===== config.mk =====
export PLATFORM = sky130hd
export DESIGN_NAME = led_chain_sequencer
export DESIGN_NICKNAME = d
export VERILOG_FILES = /design/src/rtl/led_pkg.sv /design/src/rtl/led_refresh_timer.sv /design/src/rtl/led_chain_sequencer.sv
export SDC_FILE = /design/constraint.sdc
export NUM_CORES = 1
export LEC_CHECK = 0
export ABC_AREA = 1
export CORE_MARGIN = 8
export CORE_UTILIZATION = 59
export CTS_CLUSTER_SIZE = 24
export DETAILED_ROUTE_END_ITERATION = 7
export PLACE_DENSITY = 0.85
export SYNTH_ARGS = -nofsm -noshare
export SYNTH_HDL_FRONTEND = slang
export SYNTH_SLANG_ARGS = --single-unit
export TNS_END_PERCENT = 10

===== constraint.sdc =====
create_clock -name clk -period 4.15 [get_ports clk]
set_clock_uncertainty 0.05 [all_clocks]
set_input_delay 0.83 -clock clk [delete_from_list [all_inputs] [get_ports clk]]
set_output_delay 0.83 -clock clk [all_outputs]
set_load 0.01 [all_outputs]

===== src/rtl/led_pkg.sv =====
// Shared types and helpers for the LED chain sequencer.
package led_pkg;

  typedef logic [23:0] rgb_t;

  typedef enum logic [1:0] {
    IDLE  = 2'd0,
    SEND  = 2'd1,
    DRAIN = 2'd2,
    GAP   = 2'd3
  } seq_state_e;

  // Converts a duration in microseconds to clock cycles, never returning 0.
  function automatic int unsigned us_to_cycles(input int unsigned clk_freq,
                                               input int unsigned us);
    int unsigned cycles;
    cycles = (clk_freq / 32'd1_000_000) * us;
    return (cycles == 32'd0) ? 32'd1 : cycles;
  endfunction

  // Clamps an elaboration-time cycle count to at least one.
  function automatic int unsigned at_least_one(input int unsigned v);
    return (v == 32'd0) ? 32'd1 : v;
  endfunction

endpackage


===== src/rtl/led_refresh_timer.sv =====
// Free-running counter that emits a one-cycle tick every CYCLES clocks.
module led_refresh_timer #(
  parameter int unsigned CYCLES = 1000
) (
  input  logic clk,
  input  logic rst,
  output logic tick
);

  localparam int unsigned CW = (CYCLES > 32'd1) ? $clog2(CYCLES) : 1;
  localparam logic [CW-1:0] LAST = CW'(CYCLES - 32'd1);

  logic [CW-1:0] cnt_q;
  logic [CW-1:0] cnt_d;
  logic          tick_q;
  logic          tick_d;

  // Advance the counter and flag the wrap back to zero.
  always_comb begin
    if (cnt_q == LAST) begin
      cnt_d  = {CW{1'b0}};
      tick_d = 1'b1;
    end else begin
      cnt_d  = cnt_q + CW'(1);
      tick_d = 1'b0;
    end
  end

  // Counter and tick registers.
  always_ff @(posedge clk or posedge rst) begin
    if (rst) begin
      cnt_q  <= {CW{1'b0}};
      tick_q <= 1'b0;
    end else begin
      cnt_q  <= cnt_d;
      tick_q <= tick_d;
    end
  end

  assign tick = tick_q;

endmodule


===== src/rtl/led_chain_sequencer.sv =====
// Frame sequencer feeding a WS2812B led_driver: snapshots the on/off vector,
// streams one colour per LED over the ready/data_latched handshake, then
// holds the line idle for the latch gap before the next frame may start.
module led_chain_sequencer
  import led_pkg::*;
#(
  parameter int unsigned CLK_FREQ   = 27_000_000,
  parameter int unsigned NUM_LEDS   = 16,
  parameter rgb_t        COLOR_ON   = 24'h000f00,
  parameter rgb_t        COLOR_OFF  = 24'h000000,
  parameter int unsigned REFRESH_HZ = 100,
  parameter int unsigned GAP_US     = 300
) (
  input  logic                clk,
  input  logic                rst,
  input  logic                enable,
  input  logic                update,
  input  logic [NUM_LEDS-1:0] states,
  output logic                frame_start,
  output logic                frame_done,
  output logic                drv_ready,
  output logic [23:0]         drv_rgb,
  input  logic                drv_busy,
  input  logic                drv_data_latched
);

  localparam int unsigned REFRESH_CYCLES = at_least_one(CLK_FREQ / REFRESH_HZ);
  localparam int unsigned GAP_CYCLES     = us_to_cycles(CLK_FREQ, GAP_US);
  localparam int unsigned IDX_W          = (NUM_LEDS > 32'd1) ? $clog2(NUM_LEDS) : 1;
  localparam int unsigned SH_W           = 2 ** IDX_W;
  localparam int unsigned GW             = $clog2(GAP_CYCLES + 32'd1);
  localparam logic [IDX_W-1:0] LAST_IDX  = IDX_W'(NUM_LEDS - 32'd1);
  localparam logic [GW-1:0]    GAP_LOAD  = GW'(GAP_CYCLES);

  seq_state_e          state_q, state_d;
  logic [IDX_W-1:0]    index_q, index_d;
  logic [NUM_LEDS-1:0] shadow_q, shadow_d;
  logic [GW-1:0]       gap_q, gap_d;
  logic                pending_q, pending_d;
  logic                drv_ready_q, drv_ready_d;
  rgb_t                drv_rgb_q, drv_rgb_d;
  logic                frame_start_q, frame_start_d;
  logic                frame_done_q, frame_done_d;

  logic                tick_s;
  logic                start_s;
  logic                last_s;
  logic [IDX_W-1:0]    next_idx_s;
  logic [SH_W-1:0]     shadow_pad_s;
  logic                next_bit_s;

  // Maps one on/off bit to its pixel colour.
  function automatic rgb_t colour(input logic on);
    return on ? COLOR_ON : COLOR_OFF;
  endfunction

  led_refresh_timer #(
    .CYCLES(REFRESH_CYCLES)
  ) u_refresh_timer (
    .clk (clk),
    .rst (rst),
    .tick(tick_s)
  );

  // Shadow is widened to a power of two so the next-bit select never leaves range.
  assign start_s      = (state_q == IDLE) && enable && pending_q && !drv_busy;
  assign last_s       = (index_q == LAST_IDX);
  assign next_idx_s   = index_q + IDX_W'(1);
  assign shadow_pad_s = SH_W'(shadow_q);
  assign next_bit_s   = shadow_pad_s[next_idx_s];

  // State register together with the datapath and registered outputs.
  always_ff @(posedge clk or posedge rst) begin
    if (rst) begin
      state_q       <= IDLE;
      index_q       <= {IDX_W{1'b0}};
      shadow_q      <= {NUM_LEDS{1'b0}};
      gap_q         <= {GW{1'b0}};
      pending_q     <= 1'b0;
      drv_ready_q   <= 1'b0;
      drv_rgb_q     <= 24'h000000;
      frame_start_q <= 1'b0;
      frame_done_q  <= 1'b0;
    end else begin
      state_q       <= state_d;
      index_q       <= index_d;
      shadow_q      <= shadow_d;
      gap_q         <= gap_d;
      pending_q     <= pending_d;
      drv_ready_q   <= drv_ready_d;
      drv_rgb_q     <= drv_rgb_d;
      frame_start_q <= frame_start_d;
      frame_done_q  <= frame_done_d;
    end
  end

  // Next state, pixel index, snapshot, gap countdown and request flag.
  always_comb begin
    state_d  = state_q;
    index_d  = index_q;
    shadow_d = shadow_q;
    gap_d    = gap_q;
    // A new request in the start cycle survives so it produces the next frame.
    if (tick_s || update) begin
      pending_d = 1'b1;
    end else if (start_s) begin
      pending_d = 1'b0;
    end else begin
      pending_d = pending_q;
    end
    case (state_q)
      IDLE: begin
        if (start_s) begin
          state_d  = SEND;
          index_d  = {IDX_W{1'b0}};
          shadow_d = states;
        end else begin
          state_d = IDLE;
        end
      end
      SEND: begin
        if (drv_data_latched) begin
          if (last_s) begin
            state_d = DRAIN;
          end else begin
            index_d = next_idx_s;
          end
        end else begin
          state_d = SEND;
        end
      end
      DRAIN: begin
        if (!drv_busy) begin
          gap_d   = GAP_LOAD;
          state_d = GAP;
        end else begin
          state_d = DRAIN;
        end
      end
      GAP: begin
        if (gap_q <= GW'(1)) begin
          state_d = IDLE;
        end else begin
          gap_d = gap_q - GW'(1);
        end
      end
      default: begin
        state_d = IDLE;
      end
    endcase
  end

  // Driver handshake outputs and frame pulses for the next cycle.
  always_comb begin
    drv_ready_d   = drv_ready_q;
    drv_rgb_d     = drv_rgb_q;
    frame_start_d = 1'b0;
    frame_done_d  = 1'b0;
    case (state_q)
      IDLE: begin
        if (start_s) begin
          drv_ready_d   = 1'b1;
          drv_rgb_d     = colour(states[0]);
          frame_start_d = 1'b1;
        end else begin
          drv_ready_d = 1'b0;
        end
      end
      SEND: begin
        drv_ready_d = 1'b1;
        if (drv_data_latched) begin
          if (last_s) begin
            drv_ready_d = 1'b0;
          end else begin
            drv_rgb_d = colour(next_bit_s);
          end
        end else begin
          drv_rgb_d = drv_rgb_q;
        end
      end
      DRAIN: begin
        drv_ready_d = 1'b0;
      end
      GAP: begin
        drv_ready_d = 1'b0;
        if (gap_q <= GW'(1)) begin
          frame_done_d = 1'b1;
        end else begin
          frame_done_d = 1'b0;
        end
      end
      default: begin
        drv_ready_d = 1'b0;
      end
    endcase
  end

  assign frame_start = frame_start_q;
  assign frame_done  = frame_done_q;
  assign drv_ready   = drv_ready_q;
  assign drv_rgb     = drv_rgb_q;

endmodule


==> results by group <==
Clocking
  • H-tree depth: 3
  • CTS clk-pin slew, worst paths: 0.06 ns
  • Worst-Skew Late Latency: 0.33 ns
  • CTS tree: done
  • Postcts setup bufs: 0
  • Sink Count: 60
  • Post-CTS Hold Buffers: 0
  • Resize count post-CTS: 0
  • Max clock buf depth: 2
  • Total clock buffers created by CTS: 9
  • Clock root cell: clkbuf_8

Yosys
  • Synth top area cells: dfrtp_1 43%, nand2_1 12%, nand3_1 6.3%, inv_1 6.2%, buf_4 5.0%
  • #FFs+latches synth: 60
  • Post-Syn Area: 0.003473 mm^2
  • Synth unique cells: 32
  • Mean Syn Cell Area: 7.736 um^2
  • Post-synthesis cell count: 449
  • Top cell type's share of synthesized area: 43.23%
  • Synth warn: 0
  • Seq/Total Area, Yosys: 43.23%
  • Area leader, netlist: dfrtp_1

Critical path
  • Crit end category: output port
  • Crit path required time: 3.27 ns
  • WS Path Type: reg2out
  • CP arrival: 1.30 ns
  • Critical path's top delay family: buffers and inverters
  • Slowest-stage cell, CP: clkdlybuf4s50_1
  • Crit path largest cell delay: 0.56 ns
  • Critical Path Fanout Max: 5
  • FF-to-FF setup slack: 2.38 ns
  • CP bufs+invs: 1
  • Critical path launch point type: flip-flop
  • CP Cell Sequence: clkdlybuf4s50_1

Finish
  • Finished Core Util: 66.93%
  • Antenna diode count: 0
  • Syn-to-layout area delta: 12.07%
  • Layout cell share with drive strength beyond 1: 10.37%
  • Most frequent cells in the layout: 110 x nand2_1, 60 x dfrtp_1, 56 x inv_1
  • Nets: 504
  • Cell area after layout: 0.003892 mm^2
  • Non-Filler Instances: 557
  • Most common cell after layout, fill and taps aside: nand2_1
  • Filler cells: 494

Detailed routing
  • DRT antenna net count: 0
  • DRC: 0
  • Wirelength per Cell: 12.67 um
  • Final WL: 7057 um
  • Iter 0 DRT Violations: 146
  • Pre-Repair DR Iteration Count: 4
  • Detailed-route via count: 2856
  • Drt via density: 5.127

STA
  • Worst Tran Pin Value: 0.7183 ns
  • Max Slew Vio Count: 0
  • Post-layout min period: 2.179 ns
  • Final cycle utilization of the critical path: 52.50%
  • Max Freq: 458.9 MHz
  • Setup ws final: 1.971 ns
  • Worst rel slew slack: 52.04%
  • RSZ-0062 raised after global routing: no
  • Finish-stage setup viols: 0
  • Hold Violations, Final: 0
  • Final TNS setup: 0 ns

Flow run
  • Max_cap viols: 0

Place
  • Final RePlAce weighted congestion: 0.9101
  • DP Area: 0.003709 mm^2
  • DP Worst Slack: 1.638 ns
  • Hpwl dp: 5190 um
  • IO Port Bufs: 28
  • Cell Count Post-Placement: 542

Die
  • Initial core utilization: 59.72%
  • Die footprint: 0.008598 mm^2
  • # IOs: 49
  • CORE AREA: 0.005816 mm^2
  • Die Span Y: 92.73 um
  • # rows: 28
  • Chip width: 92.73 um

Global route
  • Largest net degree at the start of global routing: 36
  • GRT Overall Usage: 17.59%
  • Congestion Overflow GR: 0
  • First-pass GRT wire length: 12320 um
  • Vias in the first global route: 2830
  • Initial antenna violation count: 0

Status
  • Status: finished clean

Pwr
  • Max rail drop VDD: 0.0003282 V
  • Cell area power density: 619.5 mW/mm^2
  • Leak Pwr: 0.001898 uW

Hold path
  • Worst hold path type: reg2reg
[routing by layer]
layer / GRT usage [%] / wire length, um
met1: 19.66 / 2916
met2: 31.29 / 3650
met3: 5.016 / 392
met4: 6.040 / 97
met5: 0 / 0
[Yosys cell counts (all sizes together)]
master / number
o22ai: 1
a21oi: 2
xor2: 13
xnor2: 4
inv: 59
nand3: 46
nor2: 50
nand3b: 1
conb: 1
nand4: 10
a211o: 1
buf: 31
clkinv: 1
dfrtp: 60
ha: 4
nor4: 1
nor3: 13
o21ai: 33
or2: 2
nand2: 116
[per-stage QoR]
stage / total power, uW / hold slack (ns)
after floorplan: 1712 / 0.3627
after global placement: 1862 / 0.3823
after detailed placement: 1907 / 0.3724
after CTS: 2427 / 0.3859
after global routing: 2612 / 0.4325
final: 2411 / 0.3878
[state kept, by name, indices dropped and copies added (netlist names), named ones only]
signal and count:
shadow_pad_s 16, drv_ready 1, state_q 1, pending_q 1
index_q 4, gap_q 13, u_refresh_timer.tick 1, u_refresh_timer.cnt_q 19
frame_start 1, drv_rgb 1, frame_done 1
[area by class of cell]
cell class	instances	area, um^2	area share (%)
timing repair buffer	30	295.3	7.586
multi-input combinational	317	1592	40.89
tap	75	93.84	2.411
clock inverter	2	35.03	0.9000
sequential	60	1501	38.57
clock buffer	13	148.9	3.825
inverter	60	226.5	5.818
[logic make-up after synthesis]
kind of cell / count (synthesis) / synth area share [%]
simple gates: 239 / 31.16
buf+inv: 91 / 13.00
xor+xnor: 17 / 4.287
other cells: 1 / 0.1080
compound gates: 37 / 6.772
flops: 60 / 43.23
fa+ha+maj: 4 / 1.441
[report_power, final]
group	switching, uW	leakage (uW)	internal [uW]
combinational	623	0.00105	371
sequential	149	0.000758	765
clock	212	0.0000935	290
[worst paths after layout]
kind / from / end / cells past startpoint
setup / recovery: drv_rgb[10] / drv_rgb[11] / 1
hold / removal: u_refresh_timer.tick / pending_q / 1
setup reg to reg: index_q[0] / index_q[1] / 7
hold reg to reg: u_refresh_timer.tick / pending_q / 1
max in group asynchronous: rst / shadow_pad_s[6] / 3
min in group asynchronous: rst / u_refresh_timer.cnt_q[7] / 2
No activity file was read; power rests on OpenSTA's default activity.
